File: config.mk
export PLATFORM = sky130hd
export DESIGN_NAME = serial_alu_engine_flat
export DESIGN_NICKNAME = d
export VERILOG_FILES = /design/src/rtl/serial_alu_engine_if.sv /design/src/rtl/serial_alu_engine.sv /design/src/flat_wrapper.sv
export SDC_FILE = /design/constraint.sdc
export NUM_CORES = 1
export LEC_CHECK = 0
export CORE_MARGIN = 2
export CORE_UTILIZATION = 40
export DETAILED_ROUTE_END_ITERATION = 16
export SYNTH_ARGS = -nofsm -noshare
export SYNTH_HDL_FRONTEND = slang
export SYNTH_SLANG_ARGS = --single-unit
File: constraint.sdc
create_clock -name clk -period 2.5 [get_ports clk]
set_input_delay 0.5 -clock clk [delete_from_list [all_inputs] [get_ports clk]]
set_output_delay 0.5 -clock clk [all_outputs]
set_load 0.005 [all_outputs]
File: src/rtl/serial_alu_engine_if.sv
// -----------------------------------------------------------------------------
// serial_alu_engine_if
//   Bundles the serial operand load port, the operation request handshake and
//   the registered result/flag outputs of serial_alu_engine.
//   master : drives bit_in/sel/load/op/start, observes busy/done/result/flags
//   slave  : the engine side
// Signals
//   bit_in    serial operand bit (MSB first)
//   sel       load target: 0 = A, 1 = B
//   load      shift bit_in into the selected operand this cycle
//   op        operation code
//   start     request an operation on the current A/B/op
//   busy      high while the engine is not idle
//   done      one-cycle pulse when result/flags update
//   result    result (low half for MUL)
//   result_hi MUL high half, zero for every other op
//   flags     {V,C,N,Z}
// -----------------------------------------------------------------------------
interface serial_alu_engine_if #(
    parameter int WIDTH = 8
);
    logic             bit_in;
    logic             sel;
    logic             load;
    logic [2:0]       op;
    logic             start;
    logic             busy;
    logic             done;
    logic [WIDTH-1:0] result;
    logic [WIDTH-1:0] result_hi;
    logic [3:0]       flags;

    modport master (
        output bit_in, sel, load, op, start,
        input  busy, done, result, result_hi, flags
    );

    modport slave (
        input  bit_in, sel, load, op, start,
        output busy, done, result, result_hi, flags
    );
endinterface

File: src/rtl/serial_alu_engine.sv
// -----------------------------------------------------------------------------
// serial_alu_engine
//   Sequential ALU with serially loaded operands. ADD/SUB/AND/OR/XOR finish in
//   one execute cycle, SHL/SHR shift one bit per cycle, MUL is a WIDTH-cycle
//   unsigned shift-add. Result and flags are registered and held until the
//   next operation completes.
// Ports
//   clk    clock, all state on the rising edge
//   reset  asynchronous, active-high reset
//   bus    serial_alu_engine_if slave modport (load port, handshake, results)
// -----------------------------------------------------------------------------
module serial_alu_engine #(
    parameter int WIDTH = 8
) (
    input  logic                 clk,
    input  logic                 reset,
    serial_alu_engine_if.slave   bus
);
    localparam int SW = $clog2(WIDTH);
    localparam int M  = WIDTH - 1;

    localparam logic [2:0] OP_ADD = 3'd0;
    localparam logic [2:0] OP_SUB = 3'd1;
    localparam logic [2:0] OP_AND = 3'd2;
    localparam logic [2:0] OP_OR  = 3'd3;
    localparam logic [2:0] OP_XOR = 3'd4;
    localparam logic [2:0] OP_SHL = 3'd5;
    localparam logic [2:0] OP_SHR = 3'd6;
    localparam logic [2:0] OP_MUL = 3'd7;

    typedef enum logic [1:0] {
        ST_IDLE = 2'd0,
        ST_EXEC = 2'd1,
        ST_DONE = 2'd2
    } state_t;

    state_t           state_r;
    state_t           state_nxt_s;

    logic [WIDTH-1:0] a_r;
    logic [WIDTH-1:0] b_r;
    logic [2:0]       op_r;
    logic [WIDTH-1:0] wa_r;      // working A / shift register
    logic [WIDTH-1:0] wb_r;      // working B / MUL low product half
    logic [WIDTH-1:0] mhi_r;     // MUL high product half
    logic [SW-1:0]    cnt_r;     // remaining shift steps / MUL steps - 1
    logic             carry_r;   // last bit shifted out
    logic [WIDTH-1:0] result_r;
    logic [WIDTH-1:0] result_hi_r;
    logic [3:0]       flags_r;
    logic             busy_r;
    logic             done_r;

    logic             last_s;
    logic [WIDTH-1:0] wa_nxt_s;
    logic [WIDTH-1:0] wb_nxt_s;
    logic [WIDTH-1:0] mhi_nxt_s;
    logic [SW-1:0]    cnt_nxt_s;
    logic             carry_nxt_s;
    logic [WIDTH-1:0] res_s;
    logic [WIDTH-1:0] res_hi_s;
    logic             flag_c_s;
    logic             flag_v_s;
    logic             flag_z_s;
    logic [WIDTH:0]   sum_s;
    logic [WIDTH:0]   diff_s;
    logic [WIDTH:0]   macc_s;

    // Execute-cycle datapath: next working values, candidate result and flags.
    always_comb begin
        last_s      = 1'b0;
        wa_nxt_s    = wa_r;
        wb_nxt_s    = wb_r;
        mhi_nxt_s   = mhi_r;
        cnt_nxt_s   = cnt_r;
        carry_nxt_s = carry_r;
        res_s       = result_r;
        res_hi_s    = {WIDTH{1'b0}};
        flag_c_s    = 1'b0;
        flag_v_s    = 1'b0;
        flag_z_s    = 1'b0;
        sum_s       = {1'b0, wa_r} + {1'b0, wb_r};
        diff_s      = {1'b0, wa_r} - {1'b0, wb_r};
        // MUL step: add A into the high half when the current multiplier bit is set
        if (wb_r[0]) begin
            macc_s = {1'b0, mhi_r} + {1'b0, wa_r};
        end else begin
            macc_s = {1'b0, mhi_r};
        end

        case (op_r)
            OP_ADD: begin
                last_s   = 1'b1;
                res_s    = sum_s[M:0];
                flag_c_s = sum_s[WIDTH];
                flag_v_s = (wa_r[M] == wb_r[M]) && (sum_s[M] != wa_r[M]);
            end
            OP_SUB: begin
                last_s   = 1'b1;
                res_s    = diff_s[M:0];
                flag_c_s = diff_s[WIDTH];
                flag_v_s = (wa_r[M] != wb_r[M]) && (diff_s[M] != wa_r[M]);
            end
            OP_AND: begin
                last_s = 1'b1;
                res_s  = wa_r & wb_r;
            end
            OP_OR: begin
                last_s = 1'b1;
                res_s  = wa_r | wb_r;
            end
            OP_XOR: begin
                last_s = 1'b1;
                res_s  = wa_r ^ wb_r;
            end
            OP_SHL: begin
                // a zero shift amount still takes one cycle and passes A through
                if (cnt_r != {SW{1'b0}}) begin
                    wa_nxt_s    = {wa_r[M-1:0], 1'b0};
                    carry_nxt_s = wa_r[M];
                    cnt_nxt_s   = cnt_r - SW'(1);
                end else begin
                    wa_nxt_s    = wa_r;
                    carry_nxt_s = carry_r;
                    cnt_nxt_s   = cnt_r;
                end
                last_s   = (cnt_r <= SW'(1));
                res_s    = wa_nxt_s;
                flag_c_s = carry_nxt_s;
            end
            OP_SHR: begin
                if (cnt_r != {SW{1'b0}}) begin
                    wa_nxt_s    = {1'b0, wa_r[M:1]};
                    carry_nxt_s = wa_r[0];
                    cnt_nxt_s   = cnt_r - SW'(1);
                end else begin
                    wa_nxt_s    = wa_r;
                    carry_nxt_s = carry_r;
                    cnt_nxt_s   = cnt_r;
                end
                last_s   = (cnt_r <= SW'(1));
                res_s    = wa_nxt_s;
                flag_c_s = carry_nxt_s;
            end
            OP_MUL: begin
                // {mhi, wb} shifts right one place per cycle, absorbing the sum carry
                mhi_nxt_s = macc_s[WIDTH:1];
                wb_nxt_s  = {macc_s[0], wb_r[M:1]};
                cnt_nxt_s = cnt_r - SW'(1);
                last_s    = (cnt_r == {SW{1'b0}});
                res_s     = wb_nxt_s;
                res_hi_s  = mhi_nxt_s;
                flag_c_s  = (mhi_nxt_s != {WIDTH{1'b0}});
            end
            default: begin
                last_s = 1'b1;
                res_s  = {WIDTH{1'b0}};
            end
        endcase

        // MUL zero flag covers the full double-width product
        if (op_r == OP_MUL) begin
            flag_z_s = ({mhi_nxt_s, wb_nxt_s} == {(2*WIDTH){1'b0}});
        end else begin
            flag_z_s = (res_s == {WIDTH{1'b0}});
        end
    end

    // FSM next-state logic.
    always_comb begin
        state_nxt_s = state_r;
        case (state_r)
            ST_IDLE: begin
                if (bus.start) begin
                    state_nxt_s = ST_EXEC;
                end else begin
                    state_nxt_s = ST_IDLE;
                end
            end
            ST_EXEC: begin
                if (last_s) begin
                    state_nxt_s = ST_DONE;
                end else begin
                    state_nxt_s = ST_EXEC;
                end
            end
            ST_DONE: begin
                state_nxt_s = ST_IDLE;
            end
            default: begin
                state_nxt_s = ST_IDLE;
            end
        endcase
    end

    // FSM state register.
    always_ff @(posedge clk or posedge reset) begin
        if (reset) begin
            state_r <= ST_IDLE;
        end else begin
            state_r <= state_nxt_s;
        end
    end

    // Serial operand shift-in, only while idle and not starting.
    always_ff @(posedge clk or posedge reset) begin
        if (reset) begin
            a_r <= {WIDTH{1'b0}};
            b_r <= {WIDTH{1'b0}};
        end else if ((state_r == ST_IDLE) && bus.load && !bus.start) begin
            if (bus.sel) begin
                b_r <= {b_r[M-1:0], bus.bit_in};
            end else begin
                a_r <= {a_r[M-1:0], bus.bit_in};
            end
        end
    end

    // Working registers: captured on start, stepped during EXEC.
    always_ff @(posedge clk or posedge reset) begin
        if (reset) begin
            op_r    <= 3'd0;
            wa_r    <= {WIDTH{1'b0}};
            wb_r    <= {WIDTH{1'b0}};
            mhi_r   <= {WIDTH{1'b0}};
            cnt_r   <= {SW{1'b0}};
            carry_r <= 1'b0;
        end else if ((state_r == ST_IDLE) && bus.start) begin
            op_r    <= bus.op;
            wa_r    <= a_r;
            wb_r    <= b_r;
            mhi_r   <= {WIDTH{1'b0}};
            carry_r <= 1'b0;
            if (bus.op == OP_MUL) begin
                cnt_r <= SW'(WIDTH - 1);
            end else begin
                cnt_r <= b_r[SW-1:0];
            end
        end else if (state_r == ST_EXEC) begin
            wa_r    <= wa_nxt_s;
            wb_r    <= wb_nxt_s;
            mhi_r   <= mhi_nxt_s;
            cnt_r   <= cnt_nxt_s;
            carry_r <= carry_nxt_s;
        end
    end

    // Result/flag registers, written only on the completing EXEC edge.
    always_ff @(posedge clk or posedge reset) begin
        if (reset) begin
            result_r    <= {WIDTH{1'b0}};
            result_hi_r <= {WIDTH{1'b0}};
            flags_r     <= 4'd0;
        end else if ((state_r == ST_EXEC) && last_s) begin
            result_r    <= res_s;
            result_hi_r <= res_hi_s;
            flags_r     <= {flag_v_s, flag_c_s, res_s[M], flag_z_s};
        end
    end

    // Registered handshake outputs derived from the upcoming state.
    always_ff @(posedge clk or posedge reset) begin
        if (reset) begin
            busy_r <= 1'b0;
            done_r <= 1'b0;
        end else begin
            busy_r <= (state_nxt_s != ST_IDLE);
            done_r <= (state_nxt_s == ST_DONE);
        end
    end

    assign bus.busy      = busy_r;
    assign bus.done      = done_r;
    assign bus.result    = result_r;
    assign bus.result_hi = result_hi_r;
    assign bus.flags     = flags_r;

endmodule

File: src/flat_wrapper.sv
// flat-port wrapper written by rule: the top's interface ports become plain ports
module serial_alu_engine_flat 
#(
    parameter int WIDTH = 8
)
  (clk, reset, bus_bit_in, bus_sel, bus_load, bus_op, bus_start, bus_busy, bus_done, bus_result, bus_result_hi, bus_flags);
  serial_alu_engine_if #(.WIDTH(WIDTH)) bus_i ();
  input  logic clk;
  input  logic reset;
  input wire logic [$bits(bus_i.bit_in)-1:0] bus_bit_in;
  input wire logic [$bits(bus_i.sel)-1:0] bus_sel;
  input wire logic [$bits(bus_i.load)-1:0] bus_load;
  input wire logic [$bits(bus_i.op)-1:0] bus_op;
  input wire logic [$bits(bus_i.start)-1:0] bus_start;
  output wire logic [$bits(bus_i.busy)-1:0] bus_busy;
  output wire logic [$bits(bus_i.done)-1:0] bus_done;
  output wire logic [$bits(bus_i.result)-1:0] bus_result;
  output wire logic [$bits(bus_i.result_hi)-1:0] bus_result_hi;
  output wire logic [$bits(bus_i.flags)-1:0] bus_flags;
  assign bus_i.bit_in = bus_bit_in;
  assign bus_i.sel = bus_sel;
  assign bus_i.load = bus_load;
  assign bus_i.op = bus_op;
  assign bus_i.start = bus_start;
  assign bus_busy = bus_i.busy;
  assign bus_done = bus_i.done;
  assign bus_result = bus_i.result;
  assign bus_result_hi = bus_i.result_hi;
  assign bus_flags = bus_i.flags;
  serial_alu_engine #(.WIDTH(WIDTH)) u_core (.clk(clk), .reset(reset), .bus(bus_i));
endmodule
==> metrics.txt <==
critical path's most frequent cell buf_4; Die Wd 115 um; Rows 40; CTS root buf clkbuf_16; first-pass GRT wire length around 25000 um; endpoint with the worst hold slack u_core.bus.result_hi[3]; nets roughly 700; Final Hold Violating Endpoints 0; sequential area share after synthesis a little over a third; clk_lat worst skew between 0.3 and 0.4 ns; post-synth cell types between 60 and 70; Reg-to-Reg Start u_core.wa_r[0]; period utilisation layout 105%; Max rail drop VDD 511 uV; headroom to the max-slew limit about three fifths; CTS Sinks 70; P_leak 2.91 nW; r2r endpoint u_core.bus.flags[0]; Setup WS pre-CTS -0.106 ns; global-route congestion overflow total 0; Mapped Cells between 500 and 600; Max clock buf depth 2; WL final about 15000 um; hold_ws between 0.4 and 0.5 ns; DR pass1 iterations 5; Initial Util around two fifths; Worst EP required between 2 and 3 ns; syn avg cell area 8.77 sq um; Slowest cell on crit path fa_1; final worst slack -0.120 ns; initial antenna violation count 0; Hold Crit Start u_core.bus.result_hi[3]; worst-path cell chain ha_1 -> inv_1 -> fa_1 -> o21bai_1 -> a21oi_2 -> buf_4 -> o31a_1 -> xnor2_1 -> o32ai_2 -> buf_4 -> a31o_1; setup violators final 3; HP Class register to register; Worst-Margin Slew between 0.6 and 0.7 ns; flops & latches, synth 70; critical path endpoint category register; FF-to-FF setup slack -0.12 ns; EDFF count, synth 0; Syn Std Cell Area between 0.004 and 0.005 sq mm; ant diodes 0; Max Cap Viol 0; die area 0.0131 sq mm; power per cell area 1400 mW/mm^2; Yosys Warn Count 0; Area Overhead vs Synth 33.8%; hold-fix buffers at CTS 0; Main synth FF type dfrtp_1; CTS tree built; 1st-iter DRT viols approximately 290; Hold Path Stages 2; WP data arrival approximately 2.9 ns; number of global-route vias before repair around 4600; reg2reg path depth 11; total track usage roughly a quarter; post-DP HPWL around 11000 um; Via Count about 4700; largest net degree at the start of global routing 71; Synth Net Count just over 600; Worst setup SP type register; Vias per Instance slightly below 6; Final ANT Viol Nets 0; I/O Buffers 30; area of the multi-input gates between 0.003 and 0.004 sq mm; Ports 31; failing checks setup timing; Crit Path Category register to register; proportion of layout cells with a drive suffix above 1 between 20% and 30%; DIE HEIGHT between 100 and 150 um; clock skew approximately 0.0083 ns; slowest stage delay, CP 0.46 ns; number of remaining DRC errors 0; Period minus WS final 2.62 ns; GP Congestion roughly 0.94; cts bufs inserted 9; Clock transition at path regs ~0.06 ns; Slew Limit Fails 0; CP Max Fanout 4; fmax about 0.38 GHz; register area about 0.0018 sq mm; Core ar. approximately 0.012 sq mm; WL/cell around 19 um; ys async rst share 100%; status complete, but fails checks; H-Tree Depth 3; Fillers between 1000 and 1500; RSZ-0062 raised after global routing yes
==> registers in the layout, summed over array words and instances, names as in the netlist <==
signal / flops
u_core.wb_r: 8
u_core.bus.result_hi: 8
u_core.state_r: 2
u_core.mhi_r: 8
u_core.op_r: 3
u_core.bus.flags: 4
u_core.a_r: 8
u_core.carry_r: 1
u_core.bus.result: 7
u_core.b_r: 8
u_core.bus.busy: 1
u_core.cnt_r: 3
u_core.bus.done: 1
u_core.wa_r: 8
==> layout by cell type, fill, tap and decap left out, types with 4 or more instances in the layout <==
| cell | n |
|---|---|
| buf_4 | 92 |
| dfrtp_1 | 67 |
| nand2_1 | 63 |
| nor2_1 | 48 |
| o21ai_0 | 43 |
| a21oi_1 | 37 |
| clkdlybuf4s50_1 | 30 |
| ha_1 | 29 |
| inv_1 | 26 |
| mux2_2 | 19 |
| nand3_1 | 17 |
| a221o_1 | 12 |
| o22ai_1 | 10 |
| nor3_1 | 10 |
| o31ai_1 | 10 |
| xnor2_1 | 9 |
| clkbuf_16 | 9 |
| mux2i_1 | 8 |
| a31oi_1 | 7 |
| inv_2 | 7 |
| o21bai_1 | 6 |
| o211ai_1 | 6 |
| and3_1 | 6 |
| a21o_1 | 5 |
| a211oi_1 | 4 |
| buf_12 | 4 |
==> Yosys cell counts (all sizes together) (7+ instances only) <==
master / n / area share [%]
mux2: 19 / 4.4
nand2: 65 / 5.1
ha: 35 / 8.9
mux2i: 10 / 2.0
nor2: 49 / 3.8
inv: 33 / 2.5
buf: 13 / 1.8
nor3: 12 / 1.3
dfrtp: 70 / 36
a221o: 12 / 2.5
o22ai: 10 / 1.3
a31oi: 7 / 0.89
o31ai: 10 / 1.5
a21oi: 40 / 4.1
nand3: 17 / 1.7
xnor2: 9 / 1.6
a211oi: 7 / 1.2
o21bai: 7 / 1.1
clkbuf: 14 / 1.1
o21ai: 44 / 4.5
==> worst max-delay path by stage <==
stage | start | end | cells past startpoint
final | u_core.wa_r[0] | u_core.bus.flags[0] | 11
after global routing | u_core.wb_r[0] | u_core.bus.flags[0] | 10
after CTS | u_core.wa_r[0] | u_core.bus.flags[2] | 9
after detailed placement | u_core.wa_r[0] | u_core.bus.flags[2] | 9
after global placement | u_core.wa_r[0] | u_core.bus.flags[2] | 9
after floorplan | u_core.wa_r[0] | u_core.bus.flags[0] | 11
==> per-stage QoR <==
stage               setup TNS (ns)  total power [mW]  utilization [%]  instance area [sq um]  cells
floorplan                  -0.0164              4.90                -                   4910    558
global placement            -0.112              7.10             50.0                   5980    798
detailed placement          -0.277              7.16             50.0                   5980    798
CTS                         -0.109              8.72             53.1                   6350    814
global route                -0.667              9.84             54.7                   6550    821
finish                      -0.238              9.20             54.7                   6550    821
==> repair_timing <==
action	CTS	global route
gates resized for setup	8	26
setup endpoints to repair	4	6
setup buffers	0	7
pin swaps	10	11
==> worst max-delay path: cells and delay by family, from the launching register on <==
kind	cells	cell delay, ns
adder cells (fa/ha/maj)	2	0.65
AO/OA/AOI/OAI	5	0.89
buffers and inverters	3	0.36
flip-flops	1	0.41
XOR/XNOR	1	0.19
==> where the power goes <==
group          switching (mW)  total [mW]  internal, mW
clock network           0.519        1.40         0.878
logic                    3.15        5.95          2.80
registers               0.344        1.85          1.51
total                    4.02        9.20          5.18
==> kinds of logic after synthesis <==
kind of cell	count (synthesis)	share of synthesized area, %
AO/OA/AOI/OAI	177	24.1
XOR/XNOR	12	2.15
adder cells (fa/ha/maj)	38	10.2
buffers and inverters	61	5.50
flip-flops	70	35.8
multiplexers	29	6.42
AND/OR/NAND/NOR	171	15.9
==> layout make-up <==
class / instances / share of cell area (%)
clock buffers: 9 / 3.44
well taps: 147 / 2.81
multi-input cells: 427 / 47.0
flip-flops and latches: 70 / 26.8
repair buffers: 127 / 16.5
inverters: 34 / 1.95
clock inverters: 7 / 1.47
==> per-layer routing <==
| layer | wire (um) | share of wire, % | up-vias | track usage, % |
|---|---|---|---|---|
| li1 | - | - | 2258 | - |
| met1 | 7090 | 46 | 2281 | 34.3 |
| met2 | 6860 | 44 | 168 | 37.9 |
| met3 | 950 | 6.1 | 42 | 4.02 |
| met4 | 549 | 3.6 | 0 | 10.5 |
| met5 | 0 | 0 | - | 0 |
Power figures use the tool's default switching activity.
